`src/rtl/hsv_core_foo_exec.sv`:
```
// -----------------------------------------------------------------------------
// hsv_core_foo_exec
//
// Execution unit for the custom "foo" major opcodes. It takes one decoded foo
// operation plus its operand values from decode/issue and returns one result
// toward commit/writeback. Only one operation is ever in flight.
//
// Operations (in_op):
//   0 CLMUL  : low 32 bits of the carry-less product rs1 * rs2 (iterative)
//   1 CLMULH : high 32 bits of the carry-less product rs1 * rs2 (iterative)
//   2 POPC   : number of set bits in rs1 (single cycle)
//   3 ROL    : rs1 rotated left by rs2[4:0] (single cycle)
//
// Parameters:
//   ITER_BITS : multiplier bits consumed per BUSY cycle (1, 2, 4 or 8)
//   TOKEN_W   : width of the opaque commit token carried through
//
// Ports:
//   clk_core   in   core clock
//   rst_core   in   synchronous active-high reset
//   flush      in   kills the in-flight op, highest priority after reset
//   in_valid   in   operation offered
//   in_ready   out  unit can accept (IDLE, not flushing, not in reset)
//   in_op      in   operation select
//   in_rs1     in   operand A
//   in_rs2     in   operand B / rotate amount
//   in_rd      in   destination register
//   in_token   in   commit token
//   out_valid  out  result available
//   out_ready  in   consumer accepts result
//   out_result out  result word
//   out_rd     out  registered copy of in_rd
//   out_token  out  registered copy of in_token
//
// Optional feature macro: HSV_CORE_FOO_EARLY_EXIT_EN
//   When defined, a carry-less multiply finishes as soon as the remaining
//   multiplier bits are all zero instead of always running 32/ITER_BITS
//   BUSY cycles. Results are identical either way.
// -----------------------------------------------------------------------------
module hsv_core_foo_exec #(
  parameter int ITER_BITS = 4,
  parameter int TOKEN_W   = 8
) (
  input  logic               clk_core,
  input  logic               rst_core,
  input  logic               flush,
  input  logic               in_valid,
  output logic               in_ready,
  input  logic [1:0]         in_op,
  input  logic [31:0]        in_rs1,
  input  logic [31:0]        in_rs2,
  input  logic [4:0]         in_rd,
  input  logic [TOKEN_W-1:0] in_token,
  output logic               out_valid,
  input  logic               out_ready,
  output logic [31:0]        out_result,
  output logic [4:0]         out_rd,
  output logic [TOKEN_W-1:0] out_token
);

  localparam int N     = 32 / ITER_BITS;
  localparam int CNT_W = $clog2(N) + 1;

  typedef enum logic [1:0] {
    IDLE = 2'd0,
    BUSY = 2'd1,
    DONE = 2'd2
  } state_e;

  state_e             state_q, state_d;
  logic [1:0]         op_q, op_d;
  logic [63:0]        acc_q, acc_d;
  logic [63:0]        mcand_q, mcand_d;
  logic [31:0]        mplier_q, mplier_d;
  logic [CNT_W-1:0]   cnt_q, cnt_d;
  logic [31:0]        result_q, result_d;
  logic [4:0]         rd_q, rd_d;
  logic [TOKEN_W-1:0] token_q, token_d;

  logic               accept;
  logic               isMul;
  logic               lastChunk;
  logic [63:0]        partial;
  logic [63:0]        accNext;
  logic [31:0]        mplierNext;
  logic [4:0]         rotAmt;
  logic [31:0]        rotResult;
  logic [31:0]        popResult;
  logic [31:0]        quickResult;

  // Handshake qualification. in_ready is a pure function of state, flush and
  // reset so that upstream never sees a combinational path from in_valid.
  always_comb begin
    in_ready = (state_q == IDLE) && !flush && !rst_core;
    accept   = in_valid && in_ready;
    isMul    = !in_op[1];
  end

  // Single-cycle operations are computed straight from the operands at
  // accept time. The rotate uses the two-shift form; a shift by 32 of a
  // 32-bit value yields zero, which makes a zero rotate amount fall out
  // naturally.
  always_comb begin
    rotAmt      = in_rs2[4:0];
    rotResult   = (in_rs1 << rotAmt) | (in_rs1 >> (6'd32 - {1'b0, rotAmt}));
    popResult   = 32'($countones(in_rs1));
    quickResult = in_op[0] ? rotResult : popResult;
  end

  // One multiply step: fold in the shifted multiplicand for every set bit in
  // the low ITER_BITS of the remaining multiplier.
  always_comb begin
    partial = '0;
    for (int i = 0; i < ITER_BITS; i++) begin
      if (mplier_q[i]) begin
        partial = partial ^ (mcand_q << i);
      end
    end
    accNext    = acc_q ^ partial;
    mplierNext = mplier_q >> ITER_BITS;
  end

  // Decide whether the current BUSY cycle is the final chunk. With early exit
  // enabled, a multiplier that has run out of set bits ends the iteration,
  // since further chunks would only XOR in zeros.
  always_comb begin
`ifdef HSV_CORE_FOO_EARLY_EXIT_EN
    lastChunk = (cnt_q == CNT_W'(N - 1)) || (mplierNext == 32'd0);
`else
    lastChunk = (cnt_q == CNT_W'(N - 1));
`endif
  end

  // State register: synchronous reset returns everything to zero and IDLE.
  always_ff @(posedge clk_core) begin
    if (rst_core) begin
      state_q  <= IDLE;
      op_q     <= '0;
      acc_q    <= '0;
      mcand_q  <= '0;
      mplier_q <= '0;
      cnt_q    <= '0;
      result_q <= '0;
      rd_q     <= '0;
      token_q  <= '0;
    end else begin
      state_q  <= state_d;
      op_q     <= op_d;
      acc_q    <= acc_d;
      mcand_q  <= mcand_d;
      mplier_q <= mplier_d;
      cnt_q    <= cnt_d;
      result_q <= result_d;
      rd_q     <= rd_d;
      token_q  <= token_d;
    end
  end

  // Next-state logic. Flush overrides every transition and always lands in
  // IDLE, which also discards a finished result even if it is being accepted
  // in the same cycle.
  always_comb begin
    state_d = state_q;
    case (state_q)
      IDLE: begin
        if (accept) begin
          state_d = isMul ? BUSY : DONE;
        end
      end
      BUSY: begin
        if (lastChunk) begin
          state_d = DONE;
        end
      end
      DONE: begin
        if (out_ready) begin
          state_d = IDLE;
        end
      end
      default: state_d = IDLE;
    endcase
    if (flush) begin
      state_d = IDLE;
    end
  end

  // Datapath next-state. On accept all operation context is captured; the
  // single-cycle ops write their result immediately. During BUSY the
  // multiplier is consumed LSB first and the result word is captured on the
  // final chunk so the DONE outputs stay frozen under backpressure.
  always_comb begin
    op_d     = op_q;
    acc_d    = acc_q;
    mcand_d  = mcand_q;
    mplier_d = mplier_q;
    cnt_d    = cnt_q;
    result_d = result_q;
    rd_d     = rd_q;
    token_d  = token_q;
    if (accept) begin
      op_d     = in_op;
      rd_d     = in_rd;
      token_d  = in_token;
      acc_d    = '0;
      mcand_d  = {32'd0, in_rs1};
      mplier_d = in_rs2;
      cnt_d    = '0;
      if (!isMul) begin
        result_d = quickResult;
      end
    end else if ((state_q == BUSY) && !flush) begin
      acc_d    = accNext;
      mcand_d  = mcand_q << ITER_BITS;
      mplier_d = mplierNext;
      cnt_d    = cnt_q + CNT_W'(1);
      if (lastChunk) begin
        result_d = op_q[0] ? accNext[63:32] : accNext[31:0];
      end
    end
  end

  // Output logic: everything on the result side is registered state.
  always_comb begin
    out_valid  = (state_q == DONE);
    out_result = result_q;
    out_rd     = rd_q;
    out_token  = token_q;
  end

endmodule

```
`config.mk`:
```
export PLATFORM = sky130hd
export DESIGN_NAME = hsv_core_foo_exec
export DESIGN_NICKNAME = d
export VERILOG_FILES = /design/src/rtl/hsv_core_foo_exec.sv
export SDC_FILE = /design/constraint.sdc
export NUM_CORES = 1
export LEC_CHECK = 0
export CORE_MARGIN = 4
export CORE_UTILIZATION = 55
export CTS_CLUSTER_SIZE = 14
export DETAILED_ROUTE_END_ITERATION = 16
export PLACE_DENSITY_LB_ADDON = 0.25
export SLEW_MARGIN = 20
export SYNTH_ARGS = -nofsm -noshare
export SYNTH_HDL_FRONTEND = slang
export SYNTH_SLANG_ARGS = --single-unit
export TNS_END_PERCENT = 100
```
`constraint.sdc`:
```
create_clock -name clk_core -period 14.2 [get_ports clk_core]
set_input_delay 2.13 -clock clk_core [delete_from_list [all_inputs] [get_ports clk_core]]
set_output_delay 2.13 -clock clk_core [all_outputs]
set_load 0.01 [all_outputs]
```
==> impl_results.md <==
* Status: finished, final reports clean
* Async SR Flop Fraction at 0
* Die Y at between 150 and 200 um
* Die area at 33,210 um^2
* Final max-slew violation count at 0
* Layout area overhead at 12.83%
* Grt met1 use at 0.4732
* Cts hold-fix bufs at 0
* Largest area contributor in the netlist: dfxtp_1
* Worst Path Arrival at roughly 7.5 ns
* Clk slew on worst S/H paths at approximately 0.060 ns
* Max Cap Viol at 0
* Req. time, crit path at approximately 15 ns
* Largest fanout on the critical path at 8
* Buffers on Ports at 130
* Final setup fails at 0
* Startpoint types: primary input
* M3 GR Usage at 0.05023
* Worst Max-Slew Pin Slew at 1.031 ns
* CORE AREA at slightly below 30,000 um^2
* Syn Area/Cell at 8.061 um^2
* Sequential fraction of the synthesis area at 0.2542
* Final estimated routing congestion in global placement at slightly above 1
* Post-Syn Instances at around 2,100
* Antenna violations before repair at 0
* Final-report hold violation count at 0
* Final min period at approximately 7 ns
* Pin count of the biggest net entering global routing at a little under 100
* GR Overflow Total at 0
* Maximum clock rate at about 140 MHz
* Vias in the first global route at 14,530
* Initial Util at 0.5603
* Most instantiated cells after synthesis: nand2_1 (475), dfxtp_1 (212), xnor2_1 (180)
* Yosys cell types at 80
* Synth top area share at 0.2542
* Clock sinks at between 200 and 250
* Layout Nets at 2,214
* Layout cells sized above 1 at 0.08562
* Clock Path Buffers at 3
* Busiest grt layer: met2
* Setup TNS at 0 ns
* CTS H-tree depth at 1
* Final worst clock skew at 0.02780 ns
* Setup repair bufs after CTS at 0
* Slew Limit Headroom at 0.3061
* Kind of critical path: in2reg
* IR drop worst, VDD at 0.09746 mV
* Post-synth EDFFs at 0
* Synth top area cells: dfxtp_1 (25%), nand2_1 (11%), xnor2_1 (9.4%), mux4_2 (6.1%), mux2i_1 (6.1%)
* # diodes at 0
* Cts bufs inserted at 24
* Routed vias/inst at 6.216
* Resized Gates After CTS at 0
* Worst-Skew Late Latency at ~0.54 ns
* Met2 Usage GRT at 0.5312
* Core Rows at 63
* Clock Tree Root: clkbuf_16
* Most frequent cell after synthesis: nand2_1
* Total GRT Usage at 0.3368
* Final instance area at between 15,000 and 20,000 um^2
* CP Capture Type: flip-flop
* Fin crit share at 0.4950
* Total number of vias at about 16,000
* Pwr/cell area at approximately 98 nW/um^2
* DR iter-0 viols at about 1,600
* Mapped Nets at approximately 2,200
* Die Wd at approximately 180 um
* Synthesized flop and latch total at ~210
* Min-delay worst type: reg2reg
* Dpl cell area at about 18,000 um^2
* Antenna-violating nets left at 0
* Top Ports at approximately 130
* WHS at 0.4526 ns
* RSZ-0062 raised after global routing: no
* Total Routed Length at about 58 mm
* Per-cell routed wire length at roughly 23 um
* DRC at 0
* Overall Power at 1.844 mW
* Top FF cell, synth: dfxtp_1
* Hpwl dp at approximately 43 mm
* Synth warn at 0
* CTS tree: yes
* Post-Syn Area at 16,690 um^2
* Leakage at ~6.7 nW
* First-pass GRT wire length at 88.33 mm
* TritonRoute pass-1 iters at 7
-- report_power, final --
group          internal [mW]  switching (mW)
Combinational          0.236           0.321
Clock                  0.400           0.259
Sequential             0.608          0.0184
-- worst max-delay path: stages --
cell             delay, ns
clkdlybuf4s50_1       0.61
inv_1                 0.13
fa_1                  0.56
fa_1                  0.61
fa_1                  0.45
fa_1                  0.52
fa_1                  0.44
fa_1                  0.50
inv_1                 0.04
ha_1                  0.21
fa_1                  0.45
a21o_1                0.19
a21oi_1               0.16
xnor2_1               0.15
o221ai_1              0.14
o22ai_1               0.20
-- metrics by stage --
stage          setup WS [ns]  utilization  instances
2_1_floorplan          7.407            -       2071
3_3_place_gp           6.726       0.6033       2461
3_5_place_dp           6.637       0.6033       2461
4_1_cts                7.203       0.6316       2504
5_1_grt                6.994       0.6322       2504
6_report               7.171       0.6322       2504
-- cell usage in the layout (no fill, tap or decap), types with 7 or more instances in the layout --
master,netlist,layout
o22ai_1,18,18
o221ai_1,9,9
xnor2_1,180,180
nand2_1,475,473
a21oi_1,125,125
nor2_1,161,161
inv_1,62,62
o221a_2,8,8
dfxtp_1,212,208
o31ai_1,9,9
mux2i_1,101,101
clkbuf_16,0,24
a31oi_1,17,17
xnor3_1,13,13
a211oi_1,44,44
o22a_1,9,9
nor3_1,15,15
nor2b_1,11,11
nand2b_1,11,11
ha_1,9,8
mux2_2,36,36
a22oi_1,32,32
o21ai_0,54,54
xor2_1,100,100
mux4_2,45,45
clkdlybuf4s50_1,0,125
and2_1,12,11
nand3_1,14,14
clkbuf_1,95,7
or3_1,9,9
fa_1,24,24
buf_4,4,29
-- flip-flops by register name (all words and copies together), names as in the netlist --
| signal | flops |
|---|---|
| state_q | 2 |
| cnt_q | 4 |
| mcand_q | 64 |
| out_rd | 5 |
| mplier_q | 32 |
| out_token | 8 |
| out_result | 32 |
| acc_q | 64 |
| op_q | 1 |
-- final timing paths --
| check | startpoint | to | slack (ns) | cells after the start |
|---|---|---|---|---|
| max | in_rs1[5] | out_result[4] | 7.17 | 16 |
| min | mplier_q[5] | mplier_q[5] | 0.45 | 2 |
| max reg2reg | state_q[1] | out_result[24] | 11.20 | 6 |
| min reg2reg | mplier_q[5] | mplier_q[5] | 0.45 | 2 |
-- cell families after synthesis --
group,share of synthesized area
muxes,0.1487
xor gates and xnor gates,0.1683
buffers and inverters,0.05786
DFF,0.2542
AOI/OAI and AO/OA,0.1546
and+or+nand+nor,0.1808
adders and majority gates,0.03552
-- layer usage --
metal	part of all wire	up-vias
li1	-	7125
met1	0.42	7549
met2	0.45	778
met3	0.087	113
met4	0.039	0
met5	0	-
-- area by class of cell --
class	count	area [um^2]
multi-input cells	1638	11530
clock inverters	6	133.9
clock buffers	37	709.4
repair buffers	158	1489
fillers	2581	10960
inverters	63	236.5
flip-flops and latches	212	4249
well taps	390	488.0
Note: power is estimated with default switching activity, not from simulation.
